$ cat src/rtl/serial_logic8_pkg.sv
// Shared definitions for the bit-serial logic engine: op codes and FSM state encodings.
package serial_logic8_pkg;

  localparam logic [1:0] OP_AND  = 2'b00;
  localparam logic [1:0] OP_OR   = 2'b01;
  localparam logic [1:0] OP_XOR  = 2'b10;
  localparam logic [1:0] OP_NAND = 2'b11;

  typedef enum logic [1:0] {
    ST_IDLE = 2'b00,
    ST_RUN  = 2'b01,
    ST_DONE = 2'b10
  } state_t;

endpackage

$ cat src/rtl/serial_logic8_bit_logic.sv
// Single 1-bit logic cell: every gate evaluated in parallel, op code picks one through a 4:1 mux.
module bit_logic
  import serial_logic8_pkg::*;
(
  input  logic [1:0] op_i,
  input  logic       a_i,
  input  logic       b_i,
  output logic       y_o
);

  logic and_w, or_w, xor_w, nand_w;

  assign and_w  = a_i & b_i;
  assign or_w   = a_i | b_i;
  assign xor_w  = a_i ^ b_i;
  assign nand_w = ~and_w;

  always_comb begin
    y_o = and_w;
    case (op_i)
      OP_AND:  y_o = and_w;
      OP_OR:   y_o = or_w;
      OP_XOR:  y_o = xor_w;
      OP_NAND: y_o = nand_w;
      default: y_o = and_w;
    endcase
  end

endmodule

$ cat src/rtl/serial_logic8.sv
// Bit-serial bitwise logic engine: one result bit per clock, LSB first, valid/ready on both sides.
module serial_logic8
  import serial_logic8_pkg::*;
#(
  parameter int WIDTH = 8
) (
  input  logic             clk,
  input  logic             reset,
  input  logic             in_valid,
  output logic             in_ready,
  input  logic [WIDTH-1:0] inA,
  input  logic [WIDTH-1:0] inB,
  input  logic [1:0]       op,
  output logic             out_valid,
  input  logic             out_ready,
  output logic [WIDTH-1:0] out,
  output logic             out_zero,
  output logic             busy
);

  localparam int CNT_W = $clog2(WIDTH + 1);

  state_t           state_q;
  logic [CNT_W-1:0] cnt_q;
  logic [WIDTH-1:0] a_q, b_q, res_q, out_q;
  logic [1:0]       op_q;
  logic             out_zero_q;
  logic             bit_d;
  logic [WIDTH-1:0] res_d;

  bit_logic u_cell (
    .op_i (op_q),
    .a_i  (a_q[0]),
    .b_i  (b_q[0]),
    .y_o  (bit_d)
  );

  assign res_d = {bit_d, res_q[WIDTH-1:1]};

  always_ff @(posedge clk) begin
    if (reset) begin
      state_q    <= ST_IDLE;
      cnt_q      <= '0;
      a_q        <= '0;
      b_q        <= '0;
      res_q      <= '0;
      op_q       <= OP_AND;
      out_q      <= '0;
      out_zero_q <= 1'b0;
    end else begin
      case (state_q)
        ST_IDLE: begin
          if (in_valid) begin
            a_q     <= inA;
            b_q     <= inB;
            op_q    <= op;
            res_q   <= '0;
            cnt_q   <= '0;
            state_q <= ST_RUN;
          end
        end
        ST_RUN: begin
          a_q   <= a_q >> 1;
          b_q   <= b_q >> 1;
          res_q <= res_d;
          cnt_q <= cnt_q + CNT_W'(1);
          // The last bit is folded straight into the output register on the final RUN edge.
          if (cnt_q == CNT_W'(WIDTH - 1)) begin
            out_q      <= res_d;
            out_zero_q <= (res_d == '0);
            state_q    <= ST_DONE;
          end
        end
        ST_DONE: begin
          if (out_ready) begin
            out_zero_q <= 1'b0;
            state_q    <= ST_IDLE;
          end
        end
        default: state_q <= ST_IDLE;
      endcase
    end
  end

  assign in_ready  = (state_q == ST_IDLE);
  assign out_valid = (state_q == ST_DONE);
  assign busy      = (state_q != ST_IDLE);
  assign out       = out_q;
  assign out_zero  = out_zero_q;

endmodule
$ cat config.mk
export PLATFORM = sky130hd
export DESIGN_NAME = serial_logic8
export DESIGN_NICKNAME = d
export VERILOG_FILES = /design/src/rtl/serial_logic8_pkg.sv /design/src/rtl/serial_logic8_bit_logic.sv /design/src/rtl/serial_logic8.sv
export SDC_FILE = /design/constraint.sdc
export NUM_CORES = 1
export LEC_CHECK = 0
export CORE_MARGIN = 2
export CORE_UTILIZATION = 40
export DETAILED_ROUTE_END_ITERATION = 6
export PLACE_DENSITY = 0.72
export SLEW_MARGIN = 25
export SYNTH_ARGS = -nofsm -noshare
export SYNTH_HDL_FRONTEND = slang
export SYNTH_HIERARCHICAL = 1
export SYNTH_SLANG_ARGS = --single-unit
$ cat constraint.sdc
create_clock -name clk -period 2.09 [get_ports clk]
set_clock_uncertainty 0.15 [all_clocks]
set_input_delay 0.3135 -clock clk [delete_from_list [all_inputs] [get_ports clk]]
set_output_delay 0.3135 -clock clk [all_outputs]
set_load 0.005 [all_outputs]
; ---- After elaboration in Yosys (flattened, before gate mapping)
; Index checks and enable logic that the tools add are counted.
[word_totals]
register_bits = 41
latch_bits = 0
ram_bits = 0
romBits = 0
inputBits = 22
output_inout_bits = 12
word_cells = 49
memories = 0
[classes]
addsub = 1
n_mul = 0
div_mod_pow = 0
magnitude_cmp = 0
eq_ne = 9
shift = 0
n_mux = 16
bitwise_logic = 4
n_reduce_logical = 11
[ops]
columns = op, n
row1 = 8-bit one-hot mux with 2 select lines, 3
row2 = 8-bit two-way mux, 3
row3 = 8-bit zero test, 1
row4 = 4-bit one-hot mux with 2 select lines, 1
row5 = "2-bit equality test, second input constant", 3
row6 = 2-bit two-way mux, 3
row7 = 2-bit one-hot mux with 3 select lines, 1
row8 = 2-bit AND reduction, 3
row9 = 3-bit AND reduction, 2
row10 = 2-bit nonzero test, 3
row11 = "4-bit by 1-bit adder with 4-bit output, second input constant", 1
row12 = "2-bit by 1-bit equality test with 1-bit output, second input constant", 2
row13 = "4-bit by 3-bit equality test with 1-bit output, second input constant", 1
row14 = 2-bit zero test, 2
row15 = 4-bit two-way mux, 1
row16 = "2-bit inequality test, second input constant", 2
row17 = 1-bit one-hot mux with 4 select lines, 1
row18 = 1-bit two-way mux, 2
row19 = "2-bit by 1-bit inequality test with 1-bit output, second input constant", 1
row20 = 1-bit one-hot mux with 2 select lines, 1
row21 = 1-bit AND, 1
row22 = 1-bit inverter, 1
row23 = 1-bit OR, 1
row24 = 1-bit bitwise XOR, 1

; ---- Longest topological paths before layout
; Gate-level depths: netlist of the first run.
[depth]
ltp_word = 6
depth_mapped = 8
ltp_nobuf = 8

; ---- Hierarchy
; The synthesis of the first run kept the hierarchy.
[by_module_without_submodules]
columns = module, n_inst, cells_per_inst, area_each_um2, seq_area_each_um2
row1 = serial_logic8, 1, 205, 1710.4, 800.8
row2 = bit_logic, 1, 10, 63.8, 0.0

; ---- Worst setup path after synthesis of the first run
; No wires, ideal clock.
[synth_path]
path_kind = register to register
startpoint = register a_q[0]
endpoint = register out_zero_q (netlist: out_zero)
t_arrival_ns = 1.319
required_ns = 1.868
path_slack_ns = 0.549
stages_incl_launch_ff = 9
cell_sequence = dfxtp_1 > inv_1 > ha_1 > nor2b_1 > o21ai_1 > o21ai_1 > nor4_1 > nand4b_1 > mux2i_1
[synth_between]
elab_chain_cells = 6
word_cells_on_any_way = 8
[synth_lines]
columns = item, line_no
row1 = from (decl), serial_logic8.sv:25  ; logic [WIDTH-1:0] a_q, b_q, res_q, out_q;
row2 = from (signal assigned), serial_logic8.sv:54  ; a_q <= inA;
row3 = from (signal assigned), serial_logic8.sv:63  ; a_q <= a_q >> 1;
row4 = 1-bit AND, serial_logic8_bit_logic.sv:13  ; assign and_w = a_i & b_i;
row5 = 1-bit inverter, serial_logic8_bit_logic.sv:16  ; assign nand_w = ~and_w;
row6 = 1-bit one-hot mux with 4 select lines *, serial_logic8_bit_logic.sv:20  ; case (op_i)
row7 = named net bit_d, serial_logic8.sv:28  ; logic bit_d;
row8 = 8-bit zero test *, serial_logic8.sv:70  ; out_zero_q <= (res_d == '0);
row9 = 1-bit two-way mux *, serial_logic8.sv:68  ; if (cnt_q == CNT_W'(WIDTH - 1)) begin
row10 = 1-bit one-hot mux with 2 select lines *, serial_logic8.sv:51  ; case (state_q)
row11 = to (signal assigned), serial_logic8.sv:70
row12 = to (decl), serial_logic8.sv:27  ; logic out_zero_q;
; Mark *: on every way through the listed nets, which the timed path passes. The rest lies on a longest branch. The select of a mux whose other input is x is not followed.
; A chain may end at the register's enable or synchronous reset.

; ---- Final worst setup path of the first run
[layout_path]
startpoint = register state_q[0]
endpoint = output in_ready
[layout_between]
elab_chain_cells = 1
[layout_lines]
columns = item, line_no
row1 = from (decl), serial_logic8.sv:23  ; state_t state_q;
row2 = from (signal assigned), serial_logic8.sv:42  ; state_q <= ST_IDLE;
row3 = from (signal assigned), serial_logic8.sv:59  ; state_q <= ST_RUN;
row4 = from (signal assigned), serial_logic8.sv:71  ; state_q <= ST_DONE;
row5 = 2-bit zero test, serial_logic8.sv:85  ; assign in_ready = (state_q == ST_IDLE);
row6 = to (decl), serial_logic8.sv:10  ; output logic in_ready,
; No other way between the ends.

==> results of run 1 <==
[kinds of logic after synthesis]
family                     Yosys count
muxes                                2
buffers and inverters               21
and+or+nand+nor                    111
AOI/OAI and AO/OA                   38
DFF                                 40
adders and majority gates            3
[per-layer routing]
metal | up-vias | track usage
li1 | 797 | -
met1 | 723 | 0.217
met2 | 26 | 0.260
met3 | 4 | 0.0385
met4 | 0 | 0.0566
met5 | - | 0
[metrics by stage]
stage	area (sq um)	std cells	utilization	worst slack [ns]
final	2210	299	0.512	0.0892
after global routing	2210	299	0.512	0.00746
after CTS	2210	299	0.512	0.0858
after detailed placement	2120	291	0.491	0.178
after global placement	2120	291	0.491	0.206
after floorplan	1770	215	-	0.549
[report_power, final]
| group | switching [mW] | total, mW | internal, mW |
|---|---|---|---|
| Sequential | 0.0228 | 0.819 | 0.796 |
| Combinational | 0.0974 | 0.191 | 0.0932 |
| Clock | 0.250 | 0.519 | 0.269 |
[registers in the layout (all words and copies together) (netlist names)]
| register | flops |
|---|---|
| a_q | 8 |
| b_q | 8 |
| cnt_q | 4 |
| op_q | 2 |
| out | 8 |
| out_zero | 1 |
| res_q | 7 |
| state_q | 2 |
[cells in the mapped netlist (2+ instances only)]
cell,number,area share
buf_2,2,0.0056
nand2b_1,2,0.0071
ha_1,3,0.021
buf_1,2,0.0042
inv_1,4,0.0085
nand4b_1,2,0.0099
a22oi_1,2,0.0085
nor2_1,39,0.083
nor3_1,2,0.0056
dfxtp_1,40,0.45
nand2_1,15,0.032
buf_4,4,0.017
nor4_1,15,0.053
o21ai_1,2,0.0056
nand3_2,3,0.017
buf_6,3,0.019
nor2b_1,4,0.014
nor2_2,6,0.021
o21ai_0,9,0.025
nand3_1,16,0.045
clkbuf_1,4,0.0085
a21oi_1,22,0.062
[worst paths after layout]
| check | end | slack (ns) | cells after the start |
|---|---|---|---|
| setup / recovery | in_ready | 0.09 | 3 |
| hold / removal | b_q[7] | 0.33 | 2 |
| setup reg to reg | out_zero | 0.31 | 8 |
| hold reg to reg | b_q[7] | 0.33 | 2 |
[placed cells by master, fill, tap and decap left out, types with 2 or more instances in the layout]
cell type        count
dfxtp_1             40
a22oi_1              2
inv_1                4
clkbuf_1             2
buf_4                6
nand4b_1             2
nor2b_1              4
nor3_1               2
nor4_1              15
o21ai_1              2
nand2_1             15
a21oi_1             22
clkbuf_8             6
nand3_1             16
nor2_2               6
o21ai_0              9
nand3_2              3
clkdlybuf4s50_1     33
nand2b_1             2
ha_1                 3
nor2_1              39
[worst register-to-register path: stages, from the launching register on]
cell and delay (ns):
dfxtp_1 0.36, inv_1 0.05, ha_1 0.28, nor2b_1 0.13, o21ai_1 0.11, o21ai_1 0.13, nor4_1 0.21, nand4b_1 0.13
mux2i_1 0.16
[layout make-up]
cell class | count | area (sq um) | share of cell area
sequential | 40 | 801 | 0.362
tap | 52 | 65.1 | 0.0294
inverter | 5 | 18.8 | 0.00848
multi-input combinational | 154 | 843 | 0.381
clock buffer | 8 | 90.1 | 0.0407
timing repair buffer | 40 | 395 | 0.179
==> flow_metrics.env, run 1 <==
export IMPL_status="completed"
export IMPL_fill_cells=443
export IMPL_ctsRootBufferMaster="clkbuf_8"
export IMPL_start_util=0.410
export IMPL_grt_pass1_wl_um=6610
export IMPL_syn_area_per_cell_sq_um=8.25
export IMPL_postCtsSetupBuffers=0
export IMPL_gp_congestion=0.732
export IMPL_grt_max_degree=42
export IMPL_r2r_start="a_q[0]"
export IMPL_drt_wirelength_per_cell_um=12.5
export IMPL_syn_cell_area_sq_mm=0.00177
export IMPL_vias_per_cell=5.18
export IMPL_setup_violations=0
export IMPL_die_h_um=70.6
export IMPL_final_antenna_net_count=0
export IMPL_tightestPinTransition_ns=0.635
export IMPL_overflow=0
export IMPL_cpLargestDelayFamily="buffers and inverters"
export IMPL_drive_gt1_frac=0.113
export IMPL_clock_path_buffers=2
export IMPL_min_delay_start="b_q[7]"
export IMPL_total_power_mw=1.53
export IMPL_synth_compound_area_share=0.120
export IMPL_critPathSlowestCell="clkdlybuf4s50_1"
export IMPL_timing_critical_path_buf_inv=2
export IMPL_synth_mux_area_frac=0.0120
export IMPL_highest_layer="met4"
export IMPL_crit_chain="or2_2 > inv_1 > clkdlybuf4s50_1"
export IMPL_wl_met1_um=1830
export IMPL_async_reset_ff_frac=0
export IMPL_power_density_mw_per_mm2=691
export IMPL_clk_insertion_delay_late_ns=0.29
export IMPL_portBuffers=33
export IMPL_cts_resized=0
export IMPL_synth_adder_area_share=0.0212
export IMPL_arrival_ns=1.54
export IMPL_whs_ns=0.325
export IMPL_rows=24
export IMPL_peakVddDrop_uv=419
export IMPL_firstDrtPassIters=4
export IMPL_p_leak_nw=0.830
export IMPL_die_width_um=70.6
export IMPL_rsz0062_at_grt="false"
export IMPL_die_area_sq_mm=0.00498
export IMPL_synthDistinctLibCells=36
export IMPL_cap_viol_max_count=0
export IMPL_timing_final_crit_share=0.957
export IMPL_clk_pin_slew_worst_paths_ns=0.07
export IMPL_synth_fp_nets=240
export IMPL_n_antenna_cell=0
export IMPL_htree_levels=2
export IMPL_cpPeakStageDelay_ns=0.48
export IMPL_finalHoldViolations=0
export IMPL_worst_setup_path_end_kind="output pin"
export IMPL_io_pins=34
export IMPL_drtIter0Drc=99
export IMPL_synth_xor_area_frac=0
export IMPL_fmax_mhz=500
export IMPL_drv_slew=0
export IMPL_dp_hpwl_um=2460
export IMPL_grt_pass1_vias=1477
export IMPL_setup_tns_ns=0
export IMPL_ys_warn_count=6
export IMPL_drc_errors=0
export IMPL_worstSetupPathType="flop to output pin"
export IMPL_vias=1550
export IMPL_area_growth_pct=24.8
export IMPL_route_met3_wl_um=127
export IMPL_startpoint="state_q[0]"
export IMPL_worst_ep_required_time_ns=1.63
export IMPL_met2_length_um=1730
export IMPL_critPathMaxFanout=10
export IMPL_finalNetCount=271
export IMPL_cts_buffers=5
export IMPL_synth_top_family_by_area="simple AND/OR/NAND/NOR gates"
export IMPL_drt_wl_total_um=3730
export IMPL_core_area_sq_mm=0.00432
export IMPL_cts_tree="yes"
export IMPL_relSlewSlack=0.576
export IMPL_holdBufCountCts=0
export IMPL_synth_seq_cells=40
export IMPL_cts_sinks=40
export IMPL_grt_usage=0.163
export IMPL_grt_antenna_before_repair=0
export IMPL_min_path_type="flop to flop"
export IMPL_worst_setup_path_start_kind="flop"
export IMPL_synthCells=215
export IMPL_synthFlopType="dfxtp_1"
export IMPL_synth_edf_count=0
export IMPL_min_period_ns=2.00
export IMPL_synth_seq_area_share=0.451
export IMPL_yosys_area_share_simple=0.322
Note: power is estimated with default switching activity, not from simulation.
==> run 2, diff against run 1 <==
ABC_CLOCK_PERIOD_IN_PS = 2090   (was not set)
SKIP_LAST_GASP = 1   (was not set)
==> results of run 2 <==
Same layout as run 1: the final DEF is identical, and so are final timing and power.
